**src/rtl/instr_fetch_unit.sv**
```systemverilog
// Program store + PC + 2-entry prefetch queue; jumps (opcode 111) resolve here and never leave the block.
// First word valid two edges after run rises; taken jumps cost two bubbles; head holds while instr_ready=0.
module instr_fetch_unit #(
  parameter int DEPTH = 32,
  parameter int AW    = 5
) (
  input  logic          clk,
  input  logic          reset,
  input  logic          run,
  input  logic          prog_we,
  input  logic [AW-1:0] prog_addr,
  input  logic [31:0]   prog_data,
  output logic [31:0]   instr_out,
  output logic          instr_valid,
  input  logic          instr_ready,
  input  logic [2:0]    status,
  input  logic          status_ready,
  output logic [AW-1:0] pc_out,
  output logic          done
);

  localparam logic [AW:0]  PC_END  = (AW+1)'(DEPTH);
  localparam logic [25:0]  TGT_END = 26'(DEPTH);

  logic [31:0]   mem [DEPTH];
  logic [31:0]   rd_data;
  logic [AW-1:0] rd_addr;
  logic          rd_vld;
  logic [AW:0]   pc;

  logic [31:0]   q_word [2];
  logic [AW-1:0] q_addr [2];
  logic [1:0]    q_cnt;

  logic          head_vld;
  logic          is_jump;
  logic          taken;
  logic          resolve;
  logic          flush;
  logic          tgt_oor;
  logic          pop;
  logic          push;
  logic          issue;
  logic          end_of_prog;
  logic [1:0]    occ_eff;
  logic [1:0]    q_cnt_nxt;

  always_comb begin
    head_vld    = (q_cnt != 2'd0);
    is_jump     = head_vld && (q_word[0][31:29] == 3'b111);
    instr_valid = head_vld && !is_jump;
    instr_out   = head_vld ? q_word[0] : 32'h0;
    pc_out      = head_vld ? q_addr[0] : '0;

    case (q_word[0][28:26])
      3'b001:  taken = status[0];
      3'b010:  taken = status[1];
      3'b100:  taken = status[2];
      default: taken = 1'b1;
    endcase

    resolve = is_jump && status_ready;
    flush   = resolve && taken;
    tgt_oor = (q_word[0][25:0] >= TGT_END);
    pop     = (instr_valid && instr_ready) || (resolve && !taken);
    push    = rd_vld && !flush;

    // Occupancy after this cycle's pop, so a draining queue keeps one read in flight every cycle.
    occ_eff   = q_cnt - {1'b0, pop};
    q_cnt_nxt = occ_eff + {1'b0, push};
    issue     = run && !done && (pc < PC_END) && !flush &&
                ((occ_eff + {1'b0, rd_vld}) < 2'd2);

    end_of_prog = (pc == PC_END) && (q_cnt == 2'd0) && !rd_vld;
  end

  // Program store keeps its contents across reset.
  always_ff @(posedge clk) begin
    if (prog_we && !run && ({1'b0, prog_addr} < PC_END))
      mem[prog_addr] <= prog_data;
    if (issue)
      rd_data <= mem[pc[AW-1:0]];
  end

  always_ff @(posedge clk or posedge reset) begin
    if (reset) begin
      pc        <= '0;
      rd_vld    <= 1'b0;
      rd_addr   <= '0;
      q_cnt     <= 2'd0;
      q_word[0] <= 32'h0;
      q_word[1] <= 32'h0;
      q_addr[0] <= '0;
      q_addr[1] <= '0;
      done      <= 1'b0;
    end else begin
      rd_vld <= issue;
      if (issue) begin
        rd_addr <= pc[AW-1:0];
        pc      <= pc + {{AW{1'b0}}, 1'b1};
      end

      if (flush) begin
        // The read landing this edge belongs to the abandoned path and is dropped.
        q_cnt <= 2'd0;
        pc    <= {1'b0, q_word[0][AW-1:0]};
        if (tgt_oor)
          done <= 1'b1;
      end else begin
        q_cnt <= q_cnt_nxt;
        if (pop) begin
          q_word[0] <= q_word[1];
          q_addr[0] <= q_addr[1];
        end
        if (push) begin
          q_word[occ_eff[0]] <= rd_data;
          q_addr[occ_eff[0]] <= rd_addr;
        end
      end

      if (end_of_prog)
        done <= 1'b1;
    end
  end

endmodule

```
**config.mk**
```make
export PLATFORM = sky130hd
export DESIGN_NAME = instr_fetch_unit
export DESIGN_NICKNAME = d
export VERILOG_FILES = /design/src/rtl/instr_fetch_unit.sv
export SDC_FILE = /design/constraint.sdc
export NUM_CORES = 1
export LEC_CHECK = 0
export BUFFER_PORTS_ARGS = -buffer_cell sky130_fd_sc_hd__buf_2
export CAP_MARGIN = 30
export CORE_ASPECT_RATIO = 0.7
export CORE_UTILIZATION = 48
export DETAILED_ROUTE_END_ITERATION = 12
export SLEW_MARGIN = 20
export SYNTH_ARGS = -nofsm -noshare
export SYNTH_HDL_FRONTEND = slang
export SYNTH_SLANG_ARGS = --single-unit
```
**constraint.sdc**
```tcl
create_clock -name clk -period 5.29 [get_ports clk]
set_input_delay 0.7935 -clock clk [delete_from_list [all_inputs] [get_ports clk]]
set_output_delay 0.7935 -clock clk [all_outputs]
set_load 0.05 [all_outputs]
```
======== Yosys cells after proc, flatten, opt, wreduce, memory -nomap -nowiden ========
Memories as Yosys holds them, arrays and structs flattened. A register that Yosys moved wholly into a read port is not among the register bits.
Cells that the tools add are included.
W data, S select, Z words.
storage, ports and cells
  register bits ........................... 89
  memory bits (writable) .................. 1,024
  bits of input ports ..................... 46
  word-level logic and storage cells ...... 78
  memories ................................ 1
cells by class
  add/subtract/negate cells ............... 4
  $lt $le $gt $ge ......................... 5
  eq/ne operators ......................... 5
  muxes and demuxes ....................... 23
  bitwise operators ....................... 2
  reductions and logical operators ........ 29
memory list
  name  depth  width  rd ports  clocked after memory_dff  write ports  RTL line  RTL
  mem   32     32     1         1                         1            25        logic [31:0] mem [DEPTH];
operators by type and width
  kind                   count
  $mux W32               4
  $bwmux W64             1
  $mux W64               1
  $demux W32 S1          1
  $ge A26 B6 Y1 const B  1
  $mux W5                4
  $logic_and A1 B1 Y1    15
  $mux W6                2
  $bwmux W10             1
  $mux W10               1
  $reduce_bool A2 Y1     4
  $add A6 B1 Y6 const B  1
  $eq A3 B3 Y1 const B   2
  $eq A6 B6 Y1 const B   1
  $logic_not A1 Y1       6
  $lt A6 B6 Y1 const B   1
  $demux W5 S1           1
  $mux W1                5
  $add A2 B1 Y2          2
  $reduce_and A2 Y1      2
  $eq A3 B1 Y1 const B   1
  $eq A3 B2 Y1 const B   1
  $pmux W1 S3            1
  $ge A2 B2 Y1 const B   1
  other kinds (8)        8

======== Logic depth before layout (Yosys ltp) ========
Gate-level depths: netlist of run 1.
  word-level depth ........................ 14
  gate-level depth with buffers ........... 11

======== Least setup slack after synthesis of run 1 ========
Ideal clock, no wire load.
  path kind ............................... in2reg
  start ................................... in status[1]
  end ..................................... reg rd_addr[0]
  setup time .............................. 0.128 ns
  arrival time ............................ 4.293 ns
  required time ........................... 5.162 ns
  path slack .............................. 0.868 ns
  stages on the path ...................... 9
  path buffers ............................ 1
  cell sequence ........................... nor4b_2 > o311ai_1 > clkbuf_1 > nand2_1 > ha_1 > nand2b_1 > xnor2_1 > a211oi_2 > mux2_1
between the ends
  word-level cells in the longest chain between the ends .. 8
RTL lines
  what                     RTL line  RTL
  start: declaration       16        input logic [2:0] status,
  $pmux W1 S3 (*)          55        case (q_word[0][28:26])
  $logic_not A1 Y1         65        pop = (instr_valid && instr_ready) || (resolve && !taken);
  $logic_and A1 B1 Y1      65
  $logic_or A1 B1 Y1       65
  $sub A2 B1 Y2            69        occ_eff = q_cnt - {1'b0, pop};
  $add A2 B1 Y2            72        ((occ_eff + {1'b0, rd_vld}) < 2'd2);
  $lt A2 B2 Y1             72
  $logic_and A1 B1 Y1 (*)  71        issue = run && !done && (pc < PC_END) && !flush &&
  net issue                43        logic issue;
  end signal: assignment   99        rd_addr <= pc[AW-1:0];
  end: declaration         27        logic [AW-1:0] rd_addr;
Mark *: on every way through the listed nets, which the timed path passes. The rest lies on a longest branch.
A chain may end at the register's enable or synchronous reset.

======== Final worst setup path of run 1 ========
  start ................................... reg q_cnt[1]
  end ..................................... reg rd_addr[2]
between the ends
  word-level cells in the longest chain between the ends .. 10
RTL lines
  what                      RTL line  RTL
  start: declaration        33        logic [1:0] q_cnt;
  start signal: assignment  110       q_cnt <= q_cnt_nxt;
  $reduce_bool A2 Y1        49        head_vld = (q_cnt != 2'd0);
  $logic_and A1 B1 Y1       50        is_jump = head_vld && (q_word[0][31:29] == 3'b111);
  $logic_not A1 Y1          51        instr_valid = head_vld && !is_jump;
  $logic_and A1 B1 Y1       51
  $logic_and A1 B1 Y1       65
  $logic_or A1 B1 Y1        65
  $sub A2 B1 Y2             69
  $add A2 B1 Y2             72
  $lt A2 B2 Y1              72
  $logic_and A1 B1 Y1 (*)   71
  net issue                 43
Marked as above.

==> out/results.txt, run 1 <==
The final cycle utilization of the critical path was 0.714; the later-pin clock latency in the skew report was 700 ps. The filler cells instantiated in the layout total 6736. The tools report the number of nets in the final layout as 2099. The run gives 0 as the post-cts hold buffer count. Clock tree synthesis found a total of 1145 sinks. Counting both buffers and inverters, the worst setup path holds a total of 3. Entering global routing, the biggest net connects 74 pins.

After layout, the design draws a total of 19.4 mW. The synthesized design contains 1145 register bits. The tool flagged a number of max-cap violations equal to 0. The worst setup path is captured at a flop. After routing, the total negative slack on setup checks comes to 0 ps. The launching element type of the critical path is a flop.

A synthesized cell averages 23.3 um^2. The number of DRC markers after the initial detailed-route iteration came out at 2719. Overflow left after global routing: 0.

Setup repair after global routing left no endpoint under its margin. The shortest clock period the worst path allows after layout is 3780 ps. The run finished with clean final reports.

Registers take 0.0340 mm^2. The die boundary height is 256 um, and the detailed-routing iteration count for the pre-antenna-repair pass is 5. The most numerous cell type found on the critical path is sky130_fd_sc_hd__buf_4.

The H-tree was split into 3 levels. Worst slew margin relative to its limit: 0.338. Traced cell by cell, the critical path runs through or2_2, nand3_1, buf_4, nand2_1, ha_1, nand2b_1, xnor2_1, buf_2, a211oi_4, buf_4, mux2_1. The core area is 0.0907 mm^2, and the data required time of the worst path is 5850 ps.

The final layout contains routed wiring with a total length of 104000 um. Die outline area: 0.0934 mm^2. The count of pins on the block boundary was 85; the wire length of the first global-routing pass was 151000 um.

The delay of the slowest cell on the worst path was 560 ps; the count of final setup violators was 0. The tools report the final number of hold-violating endpoints as 0. VDD sags by at most 340 uV.

The top cell types in the final layout, fill and taps aside, are 1056 x sky130_fd_sc_hd__edfxtp_1, 320 x sky130_fd_sc_hd__mux4_2, 110 x sky130_fd_sc_hd__clkbuf_16. The die is 365 um wide. Dividing the detail-routed wire length by the instance count gives 31.0 um.

The largest driver fanout on the critical path was 40; the count of unresolved DRC violations after routing was 0. In this run the worst hold path is classified as in -> async. The logs give 0 for the post-CTS setup-driven buffer insertion count and 0.0101 mm^2 for the area used by multi-input combinational logic. Actual transition at the worst max-transition pin: 991 ps.

The run gives 1952 as the post-synth net total. TritonCTS built the clock tree. The via count of the first global-routing pass was 20918. The detailed placer's ending HPWL was 60500 um. Leaving out fill and tap cells, the most frequent cell in the layout is sky130_fd_sc_hd__edfxtp_1.

The area growth from synthesis to final layout was 13.5%; the least setup slack across all paths after layout was 1510 ps. Clock-pin slew was measured on the worst setup and hold paths at 60 ps. In the synthesized netlist, the number of instances is 1901. Summed over all cells, the static leakage comes to 15.7 nW. For the number of warnings issued by yosys, the log shows 0. The cell class contributing the biggest share of worst-path delay was simple AND/OR/NAND/NOR gates.

For the worst setup skew after layout, the log shows 15.4 ps. Critical path class: reg -> reg. sky130_fd_sc_hd__edfxtp_1 takes more of the synthesized area than any other cell. The tightest hold path in the finished design has a slack of 227 ps. The total routing resource utilization after global routing is 0.229, and the non-filler instance count after layout is 3361.

After synthesis, the cell types taking the most area are sky130_fd_sc_hd__edfxtp_1 72%, sky130_fd_sc_hd__mux4_2 16%, sky130_fd_sc_hd__dfrtp_1 5.0%. The initial antenna violation count was 4; the number of port buffers was 84. The number of max-slew violations in the final report is 0. The peak clock frequency supported by timing was 0.265 GHz. The CTS root buffer is sky130_fd_sc_hd__clkbuf_16. The logs give 1240 ps for the worst-case setup slack after placement and 0.488 for the initial cell density of the core. The power density relative to cell area is 386 mW/mm^2. The number of nets with antenna violations after detailed routing came out at 0. Standard cell with the maximum stage delay on the critical path: sky130_fd_sc_hd__or2_2. In the routed layout, each cell is associated on average with a via count of 6.09. The detailed router placed 20472 vias in this run.

At the end of routability-driven placement, the weighted congestion stood at 0.799. The proportion of layout cells with a drive suffix above 1 came out at 0.332. Counting tap cells, the placed design contains a total of 3159 instances.

The row count is 92, and the clock tree buffer depth is 3. The post-synthesis sequential area ratio was 0.767. The top cell type's share of synthesized area is 0.717, and the setup slack of the most critical reg-to-reg path is 1510 ps. Post-CTS repair changed the size of 0 cells. The logs give 49 for the count of different cell masters after synthesis and 105 for the number of CTS-inserted buffers. The logs give 0.0442 mm^2 for the post-synthesis instance area and 4340 ps for the arrival time at the worst endpoint.
[worst register-to-register path, delay by kind of cell, from the launching register on]
| family | cells | cell delay [ps] |
|---|---|---|
| adders and majority gates | 1 | 370 |
| DFF | 1 | 410 |
| buffers and inverters | 3 | 990 |
| muxes | 1 | 370 |
| xor gates and xnor gates | 1 | 210 |
| AOI/OAI and AO/OA | 1 | 230 |
| and+or+nand+nor | 4 | 1080 |
[power breakdown]
| group | internal (mW) | switching [mW] |
|---|---|---|
| clock | 4.50 | 3.25 |
| sequential | 10.1 | 0.135 |
| combinational | 0.414 | 1.05 |
| total | 15.0 | 4.44 |
[layer usage]
metal,wire length (um),part of all wire,track usage,vias up
met5,14,0.00013,0,-
met3,7000,0.067,0.0438,133
met4,1630,0.016,0.0454,2
li1,-,-,-,8437
met1,46300,0.45,0.349,11184
met2,49100,0.47,0.347,716
[state kept, by name (all words and copies together) (netlist names), named ones only]
register / cells
rd_data: 32
mem: 1024
q_cnt: 2
done: 1
q_addr: 5
q_word: 32
rd_vld: 1
rd_addr: 5
pc: 6
[final timing paths]
check                      startpoint  cells after the start    endpoint
max                          q_cnt[1]                     11  rd_addr[2]
min                             reset                      2  q_word[60]
max reg2reg                  q_cnt[1]                     11  rd_addr[2]
min reg2reg                      flop                      1        flop
max in group asynchronous       reset                      3  rd_addr[2]
min in group clk                 flop                      1        flop
[kinds of logic after synthesis]
| group | after synthesis | share of synthesized area |
|---|---|---|
| buf+inv | 117 | 0.0119 |
| compound gates | 71 | 0.0141 |
| flops | 1145 | 0.767 |
| simple gates | 166 | 0.0233 |
| xor+xnor | 3 | 0.000594 |
| mux | 394 | 0.182 |
| fa+ha+maj | 5 | 0.00141 |
[cell type report]
class                   instances  share of cell area
repair buffers                147              0.0222
inverters                      10            0.000797
well taps                    1222              0.0304
clock inverters                61              0.0125
diodes                          1           0.0000498
flip-flops and latches       1145               0.676
multi-input cells             639               0.200
clock buffers                 136              0.0577
[Yosys cell counts, drive strengths merged]
| library cell | count |
|---|---|
| o21a | 1 |
| a21oi | 3 |
| dfrtp | 89 |
| o21ai | 11 |
| nand4b | 31 |
| nor4bb | 1 |
| o311a | 1 |
| or3b | 3 |
| inv | 10 |
| clkbuf | 65 |
| o221ai | 1 |
| and3 | 4 |
| o221a | 30 |
| and2 | 39 |
| nand2b | 2 |
| nor3 | 8 |
| mux2i | 1 |
| or2 | 1 |
| mux2 | 73 |
| nor4b | 3 |
| nand3 | 10 |
| o311ai | 1 |
| a211oi | 7 |
| o31ai | 3 |
| xor2 | 1 |
| or4 | 4 |
| o32a | 2 |
| buf | 42 |
| a21boi | 2 |
| or3 | 4 |
| edfxtp | 1056 |
| nor4 | 5 |
| nor2 | 37 |
| mux4 | 320 |
| nand2 | 9 |
| ha | 5 |
| a31oi | 9 |
| nand3b | 3 |
| xnor2 | 2 |
| nand4 | 2 |
[through the flow]
stage | cell area (um^2) | util
floorplan | 44200 | -
global placement | 46600 | 0.514
detailed placement | 46600 | 0.514
CTS | 50200 | 0.553
global route | 50200 | 0.554
finish | 50200 | 0.554
Note: power is estimated with default switching activity, not from simulation.
==> inputs of run 2 (changes only) <==
==> constraint.sdc (replaced) <==
create_clock -name clk -period 3.8 [get_ports clk]
set_input_delay 0.57 -clock clk [delete_from_list [all_inputs] [get_ports clk]]
set_output_delay 0.57 -clock clk [all_outputs]
set_load 0.05 [all_outputs]
==> out/results.txt, run 2 (synthesis gave the netlist of run 1 again) <==
The initial cell density of the core is 0.488 (unchanged), and the delay of the slowest cell on the worst path is 550 ps (about the same). The run gives 433 uV (+27%) as the peak supply drop. The floorplan die width is 365 um (unchanged).

STA classifies the critical path endpoint as a flop. The clock transition at the register clock pins on the worst setup and hold paths after CTS works out to 70 ps (about the same). The number of CTS-inserted buffers was 104 (-0.95%); the final cycle utilization of the critical path was 0.819 (+0.105).

The logs give 0.076 (about the same) for the proportion of power drawn by combinational gates and 21119 (+0.96%) for the via count of the first global-routing pass. Leaving out fill and tap cells, the most frequent cells in the layout are 1056 x sky130_fd_sc_hd__edfxtp_1, 320 x sky130_fd_sc_hd__mux4_2, 104 x sky130_fd_sc_hd__clkbuf_16. For the overflow left after global routing, the log shows 0 (unchanged).

CTS placed an instance of sky130_fd_sc_hd__clkbuf_16 at the clock tree root. The number of port buffers was 84 (unchanged). The area growth from synthesis to final layout works out to 14.1%. The power density relative to cell area came out at 524 mW/mm^2 (+36%).

The largest registers in the layout are mem: 1024 flops, q_word: 32 flops, rd_data: 32 flops. The worst slew margin relative to its limit came out at 0.345 (+0.00692). The slowest stage of the critical path is the sky130_fd_sc_hd__or2_2 cell. The peak clock frequency supported by timing is 0.321 GHz (+21%). The mean number of vias per cell was 6.13 (+0.66%). For the number of nets with antenna violations after detailed routing, the log shows 0 (unchanged).

The worst hold path belongs to the class in -> reg. The run gives 7 (+2) as the detailed-routing iteration count for the pre-antenna-repair pass. Count of unresolved DRC violations after routing: 0 (unchanged). The tools report the post-CTS setup-driven buffer insertion count as 0 (unchanged).

The total routing resource utilization after global routing is 0.231 (+0.00275), and the count of final setup violators is 0 (unchanged). The logs give 106000 um (+1.4%) for the post-detailed-routing wire length and 0 (-1) for the antenna diode instance count. The tools report the final number of hold-violating endpoints as 0 (unchanged). The number of nets in the final layout is 2131 (+1.5%), and the setup TNS after final layout is 0 ps (unchanged). The run gives 4390 ps (-1460 ps) as the data required time of the worst path. Net switching power: 6.25 mW (+41%).

Setup repair after global routing left no endpoint under its margin. The initial antenna violation count came out at 4 (unchanged). The die outline area is 0.0934 mm^2 (unchanged), and the routability-driven placement congestion ratio is 0.790 (-1.1%). For the routed via count, the log shows 20779 (+1.5%). Leaving out fill and tap cells, the most frequent cell in the layout is sky130_fd_sc_hd__edfxtp_1.

The wire length of the first global-routing pass was 152000 um (+0.60%); the later-pin clock latency in the skew report was 710 ps (about the same). The actual transition at the worst max-transition pin is 983 ps (-8.03 ps). The register containing the most flip-flops in the final layout was mem. For the non-filler instance count after layout, the log shows 3389 (+0.83%). The flow ran to the end, and the final reports show no timing, DRC or antenna violations. The tools report the number of placed instances with taps included as 3193 (+1.1%). The number of fill cells in the layout is 6791 (+0.82%), and the number of DRC markers after the initial detailed-route iteration is 2105 (-23%). The core area came out at 0.0907 mm^2 (unchanged). Walking the worst path, the cells encountered are or2_2, nand3_1, nand2_1, ha_1, nand2b_1, xnor2_1, a211oi_4, buf_12, mux2_1. The post-cts hold buffer count came out at 0 (unchanged). The die boundary height came out at 256 um (unchanged). The critical path class is reg -> reg. The arrival time at the worst endpoint is 3700 ps (-640 ps), and the max-capacitance violation count is 0 (unchanged). The proportion of layout cells with a drive suffix above 1 is 0.340 (+0.00848), and the relative contribution of sequential cells to total power is 0.536 (+0.011). The average detailed-routed wire length per instance works out to 31.1 um (+0.52%). For the internal cell power, the log shows 20.2 mW (+35%). TritonCTS built the clock tree. The run gives 3 (unchanged) as the clock tree buffer depth. The net switching share of the total power came out at 0.236 (+0.00771).

The H-tree depth reported by CTS is 3 (unchanged). The shortest clock period the worst path allows after layout came out at 3110 ps (-667 ps). Clock net sink count: 1145 (unchanged). The largest driver fanout on the critical path is 40 (unchanged), and the static leakage is 15.8 nW (+0.60%). The run gives 85 (unchanged) as the count of pins on the block boundary.

The logs give 27.7 ps (+12.3 ps) for the worst setup skew after layout and 92 (unchanged) for the row count. Launching element type of the critical path: a flop. The run gives 0 (unchanged) as the number of max-slew violations in the final report. The flip-flop count of the largest register after layout was 1024 (unchanged); the pin count of the biggest net entering global routing was 78 (+5.4%).

The share of total power in the clock network is 0.388 (-0.011), and the detailed placer's ending HPWL is 57100 um (-5.6%). The tools report the post-CTS resize count as 0 (unchanged).
## run 2: changes by cell type in the layout (fill, tap and decap cells not counted), sizes merged
cell / change
diode: -1
clkinv: +6
buf: +32
dlygate4sd3: +1
clkbuf: -12
bufinv: -5
clkinvlp: +7
## run 2: through the flow
| stage | utilization | worst slack (ps) | hold slack (ps) | total power [mW] | cell area, um^2 |
|---|---|---|---|---|---|
| finish | 0.556 | 688 | 337 | 26.4 | 50500 |
| global route | 0.556 | 547 | 351 | 27.3 | 50500 |
| CTS | 0.556 | 703 | 86.2 | 26.6 | 50400 |
| detailed placement | 0.519 | 547 | 476 | 16.5 | 47100 |
| global placement | 0.519 | 613 | 465 | 16.4 | 47000 |
| floorplan | - | 85.4 | 451 | 15.8 | 44300 |
## run 2: critical path: cells and delay by family (launching register included)
family	cells	cell delay [ps]
DFF	1	410
buffers and inverters	1	310
AOI/OAI and AO/OA	1	270
muxes	1	350
and+or+nand+nor	4	1070
xor gates and xnor gates	1	180
adders and majority gates	1	370
## run 2: routing by layer
| layer | wire length (um) | up-vias | global-route usage |
|---|---|---|---|
| li1 | - | 8502 | - |
| met1 | 47800 | 11491 | 0.355 |
| met2 | 48500 | 653 | 0.343 |
| met3 | 7290 | 125 | 0.0476 |
| met4 | 1840 | 8 | 0.0533 |
| met5 | 50 | - | 0 |
## run 2: power by group through the flow
stage	registers, mW	clock network (mW)	logic (mW)
detailed placement	14.4	0	2.02
global route	14.2	10.9	2.16
CTS	14.2	10.4	2.02
global placement	14.4	0	1.97
floorplan	14.4	0	1.43
finish	14.2	10.3	2.02
## run 2: path summary, 6_finish.rpt
check                                   start                    endpoint  slack (ps)  cells past startpoint
worst max register to register       q_cnt[1]                  rd_addr[4]         690                      9
worst min register to register           flop                        flop         490                      1
worst min-delay path            prog_data[20]                 mem[26][20]         340                      1
worst max-delay path                 q_cnt[1]                  rd_addr[4]         690                      9
min in group asynchronous               reset  asynchronous set/reset pin         370                      3
max in group asynchronous               reset                  q_word[44]        2820                      4
## run 2: area by class of cell
| cell class | instances | area [um^2] | share of cell area |
|---|---|---|---|
| clock buffer | 124 | 2680 | 0.0530 |
| multi-input combinational | 639 | 10100 | 0.199 |
| tap | 1222 | 1530 | 0.0303 |
| timing repair buffer | 180 | 1560 | 0.0309 |
| sequential | 1145 | 34000 | 0.673 |
| clock inverter | 69 | 643 | 0.0127 |
| inverter | 10 | 40.0 | 0.000793 |
==> inputs of run 3 (changes only) <==
==> constraint.sdc (replaced) <==
create_clock -name clk -period 3 [get_ports clk]
set_input_delay 0.45 -clock clk [delete_from_list [all_inputs] [get_ports clk]]
set_output_delay 0.45 -clock clk [all_outputs]
set_load 0.05 [all_outputs]
==> out/results.txt, run 3 (synthesis gave the netlist of run 1 again) <==
For the post-CTS resize count, the log shows 0 (unchanged). The largest driver fanout on the critical path is 32 (-20%), and the area growth from synthesis to final layout is 15.4%. For the met1 capacity usage during global routing, the log shows 0.364 (+0.00837). The critical path goes through nor4b_4, o311ai_4, nand2_4, ha_4, nand2b_4, xnor2_2, a211oi_4, buf_12, mux2_4. The wire length of the first global-routing pass was 154000 um (+1.1%). The die outline area came out at 0.0934 mm^2 (unchanged). For the relative contribution of sequential cells to total power, the log shows 0.527 (-0.009). Post-cts hold buffer count: 1 (+1). The clock net sink count was 1145 (unchanged). For the met3 track demand over resource, the log shows 0.0595 (+0.0119). The CTS root buffer was sky130_fd_sc_hd__clkbuf_16. The largest registers in the layout are mem: 1024 flops, q_word: 32 flops, rd_data: 32 flops. The final number of hold-violating endpoints came out at 0 (unchanged). The logs give 0 (unchanged) for the count of final setup violators and 52 (-33%) for the pin count of the biggest net entering global routing. The min-delay analysis places its worst path in the category in -> reg. The start point of the critical path is q_word[59]. The worst hold path depth came out at 1 (unchanged). The delay of the slowest cell on the worst path is 470 ps (-80 ps), and the worst setup skew after layout is 55.3 ps (+27.6 ps). The count of buffer and inverter cells on the critical path was 1 (unchanged); the proportion of layout cells with a drive suffix above 1 was 0.344 (+0.00350).

mem holds more flip-flops than any other register. The logs give 563 uV (+30%) for the peak supply drop and 2135 (+0.19%) for the number of nets in the final layout. Leaving out fill and tap cells, the most frequent cell in the layout is sky130_fd_sc_hd__edfxtp_1. The cell class contributing the biggest share of worst-path delay was simple AND/OR/NAND/NOR gates. The later-pin clock latency in the skew report was 730 ps (+20 ps). The clock tree buffer depth came out at 3 (unchanged). The net switching power is 7.96 mW (+27%).

Launching element type of the critical path: a flop. Mean number of vias per cell: 6.14 (+0.18%). The net switching share of the total power was 0.234 (-0.00266); the proportion of power drawn by combinational gates was 0.077 (about the same). The clock transition at the register clock pins on the worst setup and hold paths after CTS is 70 ps (about the same), and the number of port buffers is 84 (unchanged). The internal cell power is 26.1 mW (+29%).

The tools report the beginning of the worst hold path as prog_data[27]. The share of total power in the clock network was 0.396 (+0.008). The number of CTS-inserted buffers is 106 (+1.9%), and the post-CTS setup-driven buffer insertion count is 0 (unchanged).

In the layout the commonest cells are 1056 x sky130_fd_sc_hd__edfxtp_1, 320 x sky130_fd_sc_hd__mux4_2, 106 x sky130_fd_sc_hd__clkbuf_16. The run gives 0.365 GHz (+14%) as the peak clock frequency supported by timing. STA classifies the critical path endpoint as a flop. Most utilized layer in the global route result: met1.

The met2 track demand over resource in global routing is 0.340 (-0.00306). Setup repair after global routing left no endpoint under its margin. The run gives 0 (unchanged) as the count of unresolved DRC violations after routing. The core area was 0.0907 mm^2 (unchanged); the detailed placer's ending HPWL was 57000 um (about the same). The cell depth of the worst flop-to-flop path is 9 (unchanged). Via count of the first global-routing pass: 20909 (-0.99%). The actual transition at the worst max-transition pin was 878 ps (-104 ps). The run gives 0.786 (-0.46%) as the routability-driven placement congestion ratio. The run gives 20884 (+0.51%) as the routed via count. The largest individual stage delay along the critical path comes from the cell sky130_fd_sc_hd__dfrtp_1. The tools report the row count as 92 (unchanged). The number of DRC markers after the initial detailed-route iteration came out at 2521 (+20%). Setup TNS after final layout: 0 ps (unchanged). The run gives 3310 ps (-390 ps) as the arrival time at the worst endpoint. The static leakage was 15.9 nW (+1.1%); the shortest clock period the worst path allows after layout was 2740 ps (-373 ps). The run gives 0.236 (+0.00417) as the total routing resource utilization after global routing. The total power after layout is 34.1 mW (+29%), and the cell depth of the worst setup path is 9 (unchanged). For the worst slew margin relative to its limit, the log shows 0.411 (+0.0664). The count of pins on the block boundary came out at 85 (unchanged). The tools report the data required time of the worst path as 3570 ps (-820 ps). The average detailed-routed wire length per instance was 31.6 um (+1.6%). The post-detailed-routing wire length was 108000 um (+1.9%); the power density relative to cell area was 668 mW/mm^2 (+27%).

The flow ran to the end, and the final reports show no timing, DRC or antenna violations. The die boundary height is 256 um (unchanged). The final cycle utilization of the critical path was 0.913 (+0.0940); the flip-flop count of the largest register after layout was 1024 (unchanged). The run gives 6 (-1) as the detailed-routing iteration count for the pre-antenna-repair pass. The number of max-slew violations in the final report is 0 (unchanged).

The critical path class is reg -> reg. The run gives 0 (unchanged) as the max-capacitance violation count. In this run the critical register-to-register path is launched from q_word[59]. Floorplan die width: 365 um (unchanged). The initial antenna violation count was 6 (+2); the initial cell density of the core was 0.488 (unchanged). The overflow left after global routing was 0 (unchanged). TritonCTS built the clock tree. The number of nets with antenna violations after detailed routing was 0 (unchanged).

The H-tree depth reported by CTS was 3 (unchanged).
==> run 3: final timing paths <==
path	to	slack, ps
max	rd_addr[0]	260
min	mem[11][27]	210
max reg2reg	rd_addr[0]	260
min reg2reg	flop	480
max in group asynchronous	q_word[32]	1890
min in group asynchronous	q_word[60]	420
==> run 3: layout make-up <==
type	count	area, um^2
antenna	4	10.0
clock buffer	127	2730
clock inverter	71	749
fill	6734	39700
inverter	10	40.0
multi-input combinational	639	10200
sequential	1145	34000
tap	1222	1530
timing repair buffer	182	1850
==> run 3: stage by stage <==
| stage | area (um^2) | setup WS [ps] | hold slack [ps] | std cells | util |
|---|---|---|---|---|---|
| global placement | 47500 | 199 | 465 | 3196 | 0.524 |
| detailed placement | 47500 | 170 | 473 | 3197 | 0.524 |
| CTS | 51000 | 235 | 165 | 3396 | 0.563 |
| floorplan | 44400 | -340 | 451 | 1901 | - |
| finish | 51000 | 262 | 206 | 3400 | 0.563 |
| global route | 51000 | 107 | 187 | 3397 | 0.563 |
==> run 3: power groups by stage <==
stage               combinational [mW]  sequential [mW]  clock (mW)
floorplan                         1.88             18.2           0
global placement                  2.57             18.3           0
detailed placement                2.62             18.3           0
CTS                               2.63             18.0        13.7
global route                      2.79             18.0        14.3
finish                            2.61             18.0        13.5
==> run 3: layer usage <==
| layer | share of wire | routed length (um) |
|---|---|---|
| met1 | 0.44 | 47800 |
| met2 | 0.45 | 48300 |
| met3 | 0.086 | 9220 |
| met4 | 0.019 | 2030 |
| met5 | 0.0020 | 216 |
